--- src/rtl/life_scheduler.sv ---
// Memory-ownership sequencer for the life display: hands the cell memory to the update
// engine during vertical blanking when a generation or clear is pending.
module life_scheduler #(
   parameter int unsigned FRAMES_PER_GEN = 30,
   parameter int unsigned GEN_WIDTH      = 16
) (
   input  logic                 clk,
   input  logic                 reset,
   input  logic                 frame_start,
   input  logic                 blank_end,
   input  logic                 cmd_valid,
   input  logic [1:0]           cmd_code,
   output logic                 cmd_ready,
   output logic                 step_start,
   input  logic                 step_done,
   output logic                 clear_start,
   input  logic                 clear_done,
   output logic                 mem_owner,
   output logic                 display_enable,
   output logic                 running,
   output logic [GEN_WIDTH-1:0] gen_count,
   output logic                 error
);

   typedef enum logic [2:0] {StIdle, StHandover, StStep, StClear, StRelease} state_t;

   localparam logic [15:0] TermCount = 16'(FRAMES_PER_GEN - 1);

   state_t               state_q, state_d;
   logic [15:0]          frame_q, frame_d;
   logic [GEN_WIDTH-1:0] gen_q, gen_d;
   logic                 step_pend_q, step_pend_d;
   logic                 clear_pend_q, clear_pend_d;
   logic                 do_clear_q, do_clear_d;
   logic                 running_q, running_d;
   logic                 error_q, error_d;
   logic                 mem_owner_q, display_q, step_start_q, clear_start_q, cmd_ready_q;
   logic                 cmd_acc, tc;

   always_comb begin
      state_d      = state_q;
      frame_d      = frame_q;
      gen_d        = gen_q;
      step_pend_d  = step_pend_q;
      clear_pend_d = clear_pend_q;
      do_clear_d   = do_clear_q;
      running_d    = running_q;
      error_d      = error_q;
      cmd_acc      = cmd_valid && cmd_ready_q;
      tc           = running_q && frame_start && (frame_q == TermCount);

      unique case (state_q)
         StIdle: begin
            // A terminal-count frame is serviced by that very frame_start.
            if (frame_start && (clear_pend_q || step_pend_q || tc)) begin
               state_d    = StHandover;
               do_clear_d = clear_pend_q;
            end
         end
         StHandover: begin
            if (do_clear_q) begin
               clear_pend_d = 1'b0;
               state_d      = StClear;
            end else begin
               step_pend_d = 1'b0;
               state_d     = StStep;
            end
         end
         StStep: begin
            if (step_done) begin
               gen_d   = gen_q + GEN_WIDTH'(1);
               state_d = StRelease;
            end
         end
         StClear: begin
            if (clear_done) begin
               gen_d   = '0;
               state_d = StRelease;
            end
         end
         StRelease: state_d = StIdle;
         default:   state_d = StIdle;
      endcase

      if (running_q && frame_start) begin
         frame_d = tc ? 16'd0 : frame_q + 16'd1;
         if (tc) step_pend_d = 1'b1;
      end

      if (cmd_acc) begin
         unique case (cmd_code)
            2'b00: running_d = 1'b0;
            2'b01: begin
               running_d = 1'b1;
               frame_d   = 16'd0;
            end
            2'b10: step_pend_d  = 1'b1;
            2'b11: clear_pend_d = 1'b1;
            default: ;
         endcase
      end

      if (state_q == StClear && clear_done) begin
         step_pend_d = 1'b0;
         frame_d     = 16'd0;
      end

      if ((blank_end && (state_q == StStep || state_q == StClear)) ||
          (step_done && state_q != StStep) || (clear_done && state_q != StClear)) begin
         error_d = 1'b1;
      end
   end

   always_ff @(posedge clk) begin
      if (!reset) begin
         state_q       <= StIdle;
         frame_q       <= '0;
         gen_q         <= '0;
         step_pend_q   <= 1'b0;
         clear_pend_q  <= 1'b0;
         do_clear_q    <= 1'b0;
         running_q     <= 1'b0;
         error_q       <= 1'b0;
         mem_owner_q   <= 1'b0;
         display_q     <= 1'b1;
         step_start_q  <= 1'b0;
         clear_start_q <= 1'b0;
         cmd_ready_q   <= 1'b1;
      end else begin
         state_q       <= state_d;
         frame_q       <= frame_d;
         gen_q         <= gen_d;
         step_pend_q   <= step_pend_d;
         clear_pend_q  <= clear_pend_d;
         do_clear_q    <= do_clear_d;
         running_q     <= running_d;
         error_q       <= error_d;
         mem_owner_q   <= (state_d != StIdle);
         display_q     <= (state_d == StIdle);
         step_start_q  <= (state_q == StHandover) && !do_clear_q;
         clear_start_q <= (state_q == StHandover) && do_clear_q;
         cmd_ready_q   <= (state_d == StIdle) && !step_pend_d && !clear_pend_d;
      end
   end

   assign cmd_ready      = cmd_ready_q;
   assign step_start     = step_start_q;
   assign clear_start    = clear_start_q;
   assign mem_owner      = mem_owner_q;
   assign display_enable = display_q;
   assign running        = running_q;
   assign gen_count      = gen_q;
   assign error          = error_q;

endmodule

--- config.mk ---
export PLATFORM = sky130hd
export DESIGN_NAME = life_scheduler
export DESIGN_NICKNAME = d
export VERILOG_FILES = /design/src/rtl/life_scheduler.sv
export SDC_FILE = /design/constraint.sdc
export NUM_CORES = 1
export LEC_CHECK = 0
export BUFFER_PORTS_ARGS = -buffer_cell sky130_fd_sc_hd__buf_4
export CORE_MARGIN = 3
export CORE_UTILIZATION = 30
export CTS_BUF_LIST = sky130_fd_sc_hd__clkbuf_16
export DETAILED_ROUTE_END_ITERATION = 12
export GPL_TIMING_DRIVEN = 0
export PLACE_DENSITY = 0.6
export SYNTH_ARGS = -nofsm -noshare
export SYNTH_HDL_FRONTEND = slang
export SYNTH_SLANG_ARGS = --single-unit
export TNS_END_PERCENT = 10
--- constraint.sdc ---
create_clock -name clk -period 2.2 [get_ports clk]
set_input_delay 0.11 -clock clk [delete_from_list [all_inputs] [get_ports clk]]
set_output_delay 0.11 -clock clk [all_outputs]
set_load 0.02 [all_outputs]
======== Yosys cells after proc, flatten, opt, wreduce, memory -nomap -nowiden ========
Cells that the tools add are included.
storage, ports and cells
  register bits after elaboration ......... 45
  bits of input ports ..................... 9
  output and inout port bits .............. 23
  logic and storage cells ................. 81
operators by class
  add/sub/neg operators ................... 2
  eq/ne operators ......................... 11
  muxes and demuxes ....................... 24
  bitwise gates (word level) .............. 1
  reduce and logical (&&, ||, !) cells .... 30
operator list
  cell                   number
  $mux 16                6
  $add 16x1->16 const B  2
  $pmux 16 s2            1
  $eq 16x5->1 const B    1
  $logic_and 1x1->1      12
  $mux 1                 12
  $pmux 3 s4             1
  $mux 3                 3
  $eq 3x2->1 const B     2
  $logic_not 3->1        2
  $ne 3x2->1 const B     2
  $logic_or 1x1->1       5
  $eq 2x2->1 const B     2
  $ne 2x2->1 const B     2
  $reduce_and 2->1       2
  $reduce_bool 2->1      2
  $eq 3x1->1 const B     1
  $logic_not 1->1        3
  $reduce_and 3->1       1
  $reduce_bool 3->1      1
  $eq 2x1->1 const B     1
  $logic_not 2->1        1
  $pmux 1 s2             1
  $reduce_or 2->1        1
  $not 1->1              1

======== Longest topological paths before layout ========
Gate-level depths: netlist of the first run.
  depth after elaboration ................. 10
  depth in mapped cells ................... 7
  gate-level depth less buffers ........... 6

======== Worst setup path before layout of the first run ========
OpenSTA, ideal clock, no wires.
  path type ............................... register -> register
  from .................................... register gen_q[0], in the netlist gen_count[0]
  to ...................................... register gen_q[12], in the netlist gen_count[12]
  setup time .............................. 0.128 ns
  data arrival time ....................... 1.503 ns
  data required time ...................... 2.072 ns
  setup slack ............................. 0.569 ns
  stages on the path, launching flop included .. 7
  path buffers ............................ 0
  clock period less this slack ............ 1.631 ns
  path through ............................ dfxtp_1 > ha_1 > nand4_1 > nor4_2 > nand4_1 > xor2_1 > nor2_1
on the way
  longest elaborated chain between the ends .. 3
ends and longest elaborated chain
  what                      RTL line  RTL
  start: declaration        31        logic [GEN_WIDTH-1:0] gen_q, gen_d;
  start signal: assignment  132       gen_q <= gen_d;
  $add 16x1->16             71        gen_d = gen_q + GEN_WIDTH'(1);
  $mux 16                   70        if (step_done) begin
  $pmux 16 s2               52        unique case (state_q)
No other way between the ends. The select of a mux whose other input is x is not followed.
A chain may end at the register's enable or synchronous reset.

======== Final worst setup path of the first run ========
  from .................................... register state_q[1]
  to ...................................... register frame_q[5]
on the way
  longest elaborated chain between the ends .. 3
ends and longest elaborated chain
  what                       RTL line  RTL
  start: declaration         29        state_t state_q, state_d;
  start signal: assignment   116       state_q <= StIdle;
  start signal: assignment   130       state_q <= state_d;
  $eq 3x2->1                 103       if (state_q == StClear && clear_done) begin
  $logic_and 1x1->1          103
  $reduce_or 2->1 (no line)  --
  end signal: assignment     131       frame_q <= frame_d;
  end: declaration           30        logic [15:0] frame_q, frame_d;
No other way between the ends.

==> results of run 1 <==
==> synthesized netlist by cell type, types with 2 or more instances <==
library cell	number
and3_1	8
nand2_1	17
and2_1	2
o21ai_0	4
inv_1	5
and4_1	4
nor4_1	3
mux2i_1	3
xnor2_1	6
nor3_1	6
clkbuf_1	4
nand3b_1	3
xor2_1	21
nand3_1	13
a21boi_0	2
ha_1	3
nand4_1	9
nor2_1	36
nand2b_1	7
a21oi_1	8
dfxtp_1	45
nor3b_1	4
nor4b_1	2
nor2b_1	2
==> cells by family (layout without fill, tap and decap cells) <==
group | Yosys count | count (layout) | share of synthesized area
AO/OA/AOI/OAI | 20 | 20 | 0.06679
XOR/XNOR | 27 | 27 | 0.1137
adder cells (fa/ha/maj) | 3 | 3 | 0.01805
buffers and inverters | 13 | 51 | 0.03008
flip-flops | 45 | 45 | 0.4332
multiplexers | 4 | 4 | 0.02527
AND/OR/NAND/NOR | 121 | 121 | 0.3129
==> layout make-up <==
class	instances	area (µm²)
Fill cell	674	3968
Multi-Input combinational cell	175	1116
Sequential cell	45	900.9
Timing Repair Buffer	30	225.2
Clock buffer	5	125.1
Tap cell	77	96.34
Buffer	8	43.79
Clock inverter	3	37.54
Inverter	5	18.77
==> metrics by stage <==
stage | power, mW | cells | worst slack (ns) | cell area [µm²]
global placement | 0.9745 | 340 | 0.3157 | 2401
CTS | 1.799 | 348 | 0.2999 | 2564
global route | 1.847 | 348 | 0.1825 | 2564
floorplan | 0.9307 | 233 | 0.5694 | 2079
detailed placement | 0.9746 | 340 | 0.3155 | 2401
finish | 1.771 | 348 | 0.3426 | 2564
==> worst min path at each step <==
| stage | end | slack [ns] | depth (start not counted) |
|---|---|---|---|
| 3_3_place_gp | clear_pend_q$_SDFF_PN0_ | 0.42 | 3 |
| 2_1_floorplan | gen_count[4]$_SDFFE_PN0P_ | 0.27 | 2 |
| 6_report | clear_pend_q$_SDFF_PN0_ | 0.14 | 3 |
| 3_5_place_dp | clear_pend_q$_SDFF_PN0_ | 0.43 | 3 |
| 5_1_grt | clear_pend_q$_SDFF_PN0_ | 0.18 | 3 |
| 4_1_cts | clear_pend_q$_SDFF_PN0_ | 0.13 | 3 |
==> per-layer routing <==
layer  vias to the layer above  track usage  wire length [µm]
li1                        881            -                 -
met1                       778       0.1405              1997
met2                        21       0.1802              1877
met3                         5      0.02949               151
met4                         0      0.04871                64
met5                         -            0                 0
==> critical path, cell delays in order, from the launching register on <==
cell and delay, ns:
dfxtp_1 0.30, buf_2 0.19, nand2_1 0.14, o31ai_4 0.43
nand2b_1 0.21, nand2b_1 0.21, buf_4 0.21, nor2_1 0.06
==> registers in the layout (all words and copies together) (netlist names) <==
register and flops:
display_enable 1, running 1, frame_q 16, clear_start 1
do_clear_q 1, step_start 1, mem_owner 1, error 1
step_pend_q 1, state_q 3, gen_count 16, clear_pend_q 1
cmd_ready 1
==> report_power, final <==
| part | leakage, nW | internal [mW] | total (mW) | switching [mW] |
|---|---|---|---|---|
| Combinational | 0.568 | 0.0492 | 0.113 | 0.0639 |
| Clock | 0.0826 | 0.527 | 0.816 | 0.289 |
| Sequential | 0.364 | 0.829 | 0.842 | 0.0125 |
| Total | 1.01 | 1.41 | 1.77 | 0.365 |
==> results.toml, run 1 <==
[grt]
globalRoute.totalOverflow = 0
grt_start_max_net_pins = 14
number_of_global_route_vias_before_repair = 1558
grt_antenna_before_repair = 0
global_route.usage.total = 0.1118
grt_pass1_wl_um = 7024

[die]
fp.dieArea_um2 = 7966
placeableCoreArea_um2 = 6531
pin_count = 32
fp-row-count = 29
die_w_um = 89.26
initial_utilization = 0.3184
die_h_um = 89.26

[placed_design]
gpl.final_weighted_congestion = 0.7880
io_buffer_count = 30
dp_hpwl_um = 2991

[cts]
clk_pin_slew_ns = 0.06
tritoncts = "done"
cell_chosen_for_the_clock_root = "clkbuf_16"
clock_sink_count = 45
insertion_delay_of_the_later_clocked_pin_in_the_worst_skew_pair_ns = 0.28
post_cts_buffers = 0
cts_hold_buf = 0
clock_tree.htree_level_count = 2
clock_path_buffers = 2
cts-buffers-inserted = 5
cts.repair.resized = 0

[setup_path]
critical_path_required_ns = 2.37
highest_fanout_seen_on_the_critical_path = 10
setup.reg_to_reg.worst_slack_ns = 0.34
setup.worst_path.end = "frame_q[5]$_SDFF_PP0_"
worstReg2RegEnd = "frame_q[5]$_SDFF_PP0_"
r2r.worst_path.cells = 7
endpoint_kind = "flop"
worstSetupStartpointType = "flop"
worst-setup-path-type = "reg -> reg"
critical_path_arrival_ns = 2.03
worst_setup_startpoint = "state_q[1]$_SDFF_PN0_"
worst_flop_to_flop_path_startpoint = "state_q[1]$_SDFF_PN0_"

[sta]
slew_violations = 0
maxSlewHeadroom = 0.6617
final.period_utilization = 0.8443
fin_skew_ns = 0.004998
hold_slack_ns = 0.1438
report.final.setup_viol = 0
worst_max_slew_pin_slew_ns = 0.5004
totalNegativeSetupSlack_ns = 0
hold_violations = 0
fmax_mhz = 538.4
rsz_0062_raised_after_global_routing = "no"
final_period_minus_worst_setup_slack_ns = 1.857

[routing]
route.vias.total = 1685
detail_route.wl_per_cell_um = 11.76
drc_errors = 0
number_of_nets_with_antenna_violations_after_detailed_routing = 0
drt_iter0_drc = 49
postRouteWirelength_um = 4091
drt_via_density = 4.842
drt_first_pass_iters = 4

[pwr]
leakage_nw = 1.015
power-per-cell-area_nw_per_um2 = 690.9
vdd_drop_max_uv = 317.2

[synth]
seq_area_frac_synth = 0.4332
ys_seq_elements = 45
dominantRegCellSynth = "dfxtp_1"
synthesis.instances = 233
synth.net_count = 245
syn_area_um2 = 2079
avgSynthCellArea_um2 = 8.925
ys_async_sr_fraction = 0
synthTopCellsByArea = "dfxtp_1 (43%), xor2_1 (8.8%), nor2_1 (6.5%)"
yosys.area.top_type = "dfxtp_1"
number_of_different_library_cells_in_the_post_synthesis_netlist = 40
number_of_flops_mapped_to_enable_cells_by_yosys = 0
synth_top_area_frac = 0.4332
yosys_warnings = 0

[final_layout]
final_layout_size_suffix_gt1_frac = 0.1661
most_common_library_cell_in_the_layout_ignoring_fill_and_taps = "dfxtp_1"
antenna_cells_inserted = 0
area_growth_pct = 23.29
highest_count_cells_in_the_layout_ignoring_fill_and_taps = "dfxtp_1 (45), nor2_1 (36), buf_4 (31), xor2_1 (21), nand2_1 (17)"
utilization = 0.3925
layout.nets = 282

[hold_path]
hold_path_startpoint = "cmd_code[0]"
hp-class = "in -> reg"

[outcome]
run_status = "complete, no violations"

[job]
cap_viol_max_count = 0
Note: power is estimated with default switching activity, not from simulation.
==> inputs of run 2 (changes only) <==
Settings changed: PLACE_DENSITY 0.6 to 0.61.
Clock period 2.2 ns to 1.6 ns, I/O delays scaled along.
==> run 2 against run 1 <==
  * The flow now finishes with violations (setup timing)
  * Clock power is 38% higher
  * Highest routed layer unchanged
  * Clock skew fell by 0.00094 ns
  * Largest power group unchanged
  * Core utilization is 2.8 points higher
  * Non-clock buffer count increased by 14
  * Critical path type unchanged
  * Sequential power up 37%
==> results.toml, run 2 (synthesis results as in run 1) <==
[routing]
postRouteWirelength_um = 4505
drt_first_pass_iters = 4
route.vias.total = 1741
detail_route.wl_per_cell_um = 12.48
number_of_nets_with_antenna_violations_after_detailed_routing = 0
drc_errors = 0
drt_iter0_drc = 53
drt_via_density = 4.823

[setup_path]
critical_path_arrival_ns = 1.78
worstSetupStartpointType = "flop"
cp_common_cell = "nand4_1"
cp_cell_sequence = "ha_4 -> nand4_1 -> nor4_4 -> nand4_1 -> xor2_1 -> nor2_1"
highest_fanout_seen_on_the_critical_path = 5
cp_slowest_cell = "nor4_4"
path_delay_family = "simple AND/OR/NAND/NOR gates"
critical_path_required_ns = 1.77
critical_path.max_stage_delay_ns = 0.39
endpoint_kind = "flop"
setup.worst_path.end = "gen_count[12]$_SDFFE_PN0P_"
worstReg2RegEnd = "gen_count[12]$_SDFFE_PN0P_"
r2r.worst_path.cells = 6
worst-setup-path-type = "reg -> reg"
worst_setup_startpoint = "gen_count[1]$_SDFFE_PN0P_"
setup.reg_to_reg.worst_slack_ns = -0.01
critical_path_buf_inv_count = 0
path_depth = 6
worst_flop_to_flop_path_startpoint = "gen_count[1]$_SDFFE_PN0P_"

[cts]
cts-buffers-inserted = 5
clock_tree.htree_level_count = 2
tritoncts = "done"
insertion_delay_of_the_later_clocked_pin_in_the_worst_skew_pair_ns = 0.28
cts_hold_buf = 0
clk_pin_slew_ns = 0.06
cell_chosen_for_the_clock_root = "clkbuf_16"
clock_sink_count = 45
clock_path_buffers = 2

[pwr]
sequentialPowerShare = 0.469
switching_power_mw = 0.5199
power-per-cell-area_nw_per_um2 = 895.2
cellInternalPower_mw = 1.941
clock_power_share = 0.460
leakage_nw = 1.106
vdd_drop_max_uv = 472.3
fin_total_pwr_mw = 2.461
power_switching_share = 0.2113
pwr-share-comb = 0.071

[die]
die_h_um = 89.26
placeableCoreArea_um2 = 6531
pin_count = 32
fp.dieArea_um2 = 7966
initial_utilization = 0.3184
fp-row-count = 29
die_w_um = 89.26

[placed_design]
dp_hpwl_um = 3073
dp.cells = 340
gpl.final_weighted_congestion = 0.7472
io_buffer_count = 30

[final_layout]
utilization = 0.4209
layout.nets = 296
final_layout_size_suffix_gt1_frac = 0.2676
area_growth_pct = 32.19
final_cell_count_no_fill = 361
antenna_cells_inserted = 0
most_common_library_cell_in_the_layout_ignoring_fill_and_taps = "buf_4"
highest_count_cells_in_the_layout_ignoring_fill_and_taps = "buf_4 (41), dfxtp_1 (38), nor2_1 (35), xor2_1 (21), nand2_1 (17)"
fillCellCount = 669

[hold_path]
hp-class = "in -> reg"

[sta]
postLayoutSetupSlackWorst_ns = -0.01224
final_period_minus_worst_setup_slack_ns = 1.612
fin_skew_ns = 0.004060
report.final.setup_viol = 1
worst_max_slew_pin_slew_ns = 0.5087
hold_violations = 0
maxSlewHeadroom = 0.6601
fmax_mhz = 620.3
slew_violations = 0
final.period_utilization = 1.008
totalNegativeSetupSlack_ns = -0.01224
rsz_0062_raised_after_global_routing = "yes"

[grt]
grt_start_max_net_pins = 14
grt_pass1_wl_um = 7334
global_route.usage.total = 0.1169
globalRoute.totalOverflow = 0
number_of_global_route_vias_before_repair = 1606
grt_antenna_before_repair = 0

[outcome]
failed_checks = "setup timing"
run_status = "finished, violations left"

[job]
cap_viol_max_count = 0
==> run 2: cell count changes in the layout (fill, tap and decap cells not counted), sizes merged <==
cell / previous run / this run
inv: 6 / 5
buf: 33 / 47
==> run 2: metal layers <==
layer	routed length, µm	share of wire	vias up	global-route usage
met5	0	0	-	0
met1	2146	0.48	805	0.1487
met2	2142	0.48	27	0.1909
li1	-	-	903	-
met4	70	0.016	0	0.04871
met3	146	0.032	6	0.02581
==> run 2: worst min-delay path, stage by stage <==
cell and delay, ns:
buf_4 0.12, nand2_1 0.05, o21ai_0 0.08
==> run 2: worst min-delay path by stage <==
stage                 from                        end  slack (ns)  cells after the start
3_5_place_dp   cmd_code[0]    clear_pend_q$_SDFF_PN0_        0.41                      3
3_3_place_gp   cmd_code[0]    clear_pend_q$_SDFF_PN0_        0.39                      3
2_1_floorplan        reset  gen_count[4]$_SDFFE_PN0P_        0.24                      2
6_report       cmd_code[0]    clear_pend_q$_SDFF_PN0_        0.11                      3
4_1_cts        cmd_code[0]    clear_pend_q$_SDFF_PN0_        0.10                      3
5_1_grt        cmd_code[0]    clear_pend_q$_SDFF_PN0_        0.13                      3
==> run 2: power groups by stage <==
stage	Clock (mW)	Sequential (mW)	Combinational, mW
floorplan	0	1.19	0.0860
global placement	0	1.18	0.158
detailed placement	0	1.18	0.159
CTS	1.16	1.16	0.170
global route	1.20	1.16	0.194
finish	1.13	1.15	0.175
==> run 2: stage by stage <==
| stage | hold WS (ns) | cell area [µm²] | setup WS [ns] |
|---|---|---|---|
| final | 0.1054 | 2749 | -0.01224 |
| after global routing | 0.1284 | 2749 | -0.1064 |
| after CTS | 0.1048 | 2614 | -0.06507 |
| after detailed placement | 0.4066 | 2404 | -0.2991 |
| after global placement | 0.3932 | 2404 | -0.2904 |
| after floorplan | 0.2409 | 2082 | 0.01036 |
==> run 2: cell type report <==
cell class,count,area (µm²),area share
buffer,8,56.30,0.02048
clock buffer,5,125.1,0.04552
clock inverter,2,35.03,0.01274
inverter,5,18.77,0.006827
multi-input combinational,175,1156,0.4206
sequential,45,917.1,0.3336
tap,77,96.34,0.03505
timing repair buffer,44,344.1,0.1252
==> run 2: repair_timing <==
item	4_1_cts	5_1_grt
endpoints found under the setup margin	28	28
setup buffers	3	10
resized for setup	7	17
pin swaps	5	9
gates cloned	0	1
==> inputs of run 3 (changes only) <==
Settings changed: CORE_ASPECT_RATIO from default to 1.2, CORE_UTILIZATION 30 to 50, PLACE_DENSITY 0.61 to 0.86.
==> run 3 against run 2 <==
  * The flow still finishes with violations (setup timing)
  * Core utilization increased by 28 points
  * Fmax shrank 0.42%
  * Register-to-register slack is essentially flat
  * Setup slack lost 0.0067 ns
==> results.toml, run 3 (synthesis results as in run 1) <==
[final_layout]
final_layout_size_suffix_gt1_frac = 0.2927
highest_count_cells_in_the_layout_ignoring_fill_and_taps = "buf_4 (46), nor2_1 (36), dfxtp_1 (35), xor2_1 (21), nand2_1 (16)"
layout.nets = 298
antenna_cells_inserted = 0
area_growth_pct = 34.42
utilization = 0.7036
most_common_library_cell_in_the_layout_ignoring_fill_and_taps = "buf_4"

[pwr]
power-per-cell-area_nw_per_um2 = 955.8
vdd_drop_max_uv = 734.4
leakage_nw = 1.147

[outcome]
failed_checks = "setup timing"
run_status = "finished, violations left"

[die]
die_w_um = 64.87
placeableCoreArea_um2 = 3973
pin_count = 32
fp-row-count = 25
fp.dieArea_um2 = 4972
die_h_um = 76.65
initial_utilization = 0.5235

[cts]
cts-buffers-inserted = 5
cell_chosen_for_the_clock_root = "clkbuf_16"
clk_pin_slew_ns = 0.06
clock_tree.htree_level_count = 2
clock_sink_count = 45
insertion_delay_of_the_later_clocked_pin_in_the_worst_skew_pair_ns = 0.29
tritoncts = "done"
clock_path_buffers = 2

[hold_path]
hp-class = "in -> reg"

[setup_path]
critical_path_buf_inv_count = 2
cp_slowest_cell = "dfxtp_2"
worstSetupStartpointType = "flop"
highest_fanout_seen_on_the_critical_path = 8
critical_path_required_ns = 1.77
path_delay_family = "simple AND/OR/NAND/NOR gates"
critical_path.max_stage_delay_ns = 0.33
worst-setup-path-type = "reg -> reg"
critical_path_arrival_ns = 1.79
endpoint_kind = "flop"
cp_cell_sequence = "buf_6 -> mux2i_4 -> buf_4 -> nor4_4 -> nand4_1 -> xor2_1 -> nor2_1"

[sta]
hold_slack_ns = 0.1170
hold_violations = 0
slew_violations = 0
totalNegativeSetupSlack_ns = -0.03894
report.final.setup_viol = 3
final.period_utilization = 1.012
fin_skew_ns = 0.004566
rsz_0062_raised_after_global_routing = "yes"
postLayoutSetupSlackWorst_ns = -0.01897
worst_max_slew_pin_slew_ns = 0.5383
final_period_minus_worst_setup_slack_ns = 1.619
maxSlewHeadroom = 0.6378
fmax_mhz = 617.7

[placed_design]
gpl.final_weighted_congestion = 0.8492
io_buffer_count = 30
place_ws_ns = -0.2540
dp_hpwl_um = 2903

[routing]
detail_route.wl_per_cell_um = 15.48
postRouteWirelength_um = 5277
drt_via_density = 5.534
drt_first_pass_iters = 5
drc_errors = 0
drt_iter0_drc = 108
number_of_nets_with_antenna_violations_after_detailed_routing = 0
route.vias.total = 1887

[grt]
global_route.usage.total = 0.1982
number_of_global_route_vias_before_repair = 1725
grt_antenna_before_repair = 0
globalRoute.totalOverflow = 0
grt_start_max_net_pins = 15
grt_pass1_wl_um = 7755

[job]
cap_viol_max_count = 0
-- run 3: layout make-up --
| type | instances | area, µm² |
|---|---|---|
| multi-input combinational | 175 | 1192 |
| fill | 277 | 1177 |
| sequential | 45 | 918.4 |
| timing repair buffer | 47 | 360.3 |
| clock buffer | 5 | 125.1 |
| tap | 54 | 67.56 |
| clock inverter | 3 | 65.06 |
| buffer | 7 | 47.55 |
| inverter | 5 | 18.77 |
-- run 3: repair_timing --
action / CTS / global route
pin swaps: 4 / 7
hold buffers: 0 / 0
gates resized for setup: 7 / 22
endpoints found under the setup margin: 29 / 30
setup buffers: 8 / 9
-- run 3: report_power, final --
part / switching [mW] / internal, mW
Combinational: 0.105 / 0.0882
Clock: 0.428 / 0.891
Sequential: 0.0213 / 1.14
Total: 0.554 / 2.12
-- run 3: routing by layer --
metal  track usage  routed length, µm  share of wire  vias to the layer above
li1              -                  -              -                      907
met3       0.05605                207          0.039                       15
met2        0.3357               2842           0.54                       51
met1        0.2288               2093           0.40                      914
met5             0                  0              0                        -
met4       0.08457                133          0.025                        0
-- run 3: path summary, 6_finish.rpt --
kind | endpoint | start | cells past startpoint | slack, ns
max | gen_count[12]$_SDFFE_PN0P_ | state_q[0]$_SDFF_PN0_ | 7 | -0.02
min | clear_pend_q$_SDFF_PN0_ | cmd_code[0] | 3 | 0.12
max reg2reg | gen_count[12]$_SDFFE_PN0P_ | state_q[0]$_SDFF_PN0_ | 7 | -0.02
min reg2reg | error$_SDFFE_PN0P_ | error$_SDFFE_PN0P_ | 1 | 0.49
-- run 3: metrics by stage --
step / area (µm²) / instances / power (mW)
finish: 2795 / 341 / 2.672
detailed placement: 2375 / 317 / 1.340
CTS: 2651 / 333 / 2.655
global placement: 2375 / 317 / 1.336
floorplan: 2082 / 233 / 1.280
global route: 2795 / 341 / 2.758
-- run 3: worst reg2reg max path: stages, from the launching register on --
cell,delay [ns]
dfxtp_2,0.33
buf_6,0.14
mux2i_4,0.22
buf_4,0.16
nor4_4,0.32
nand4_1,0.15
xor2_1,0.15
nor2_1,0.05
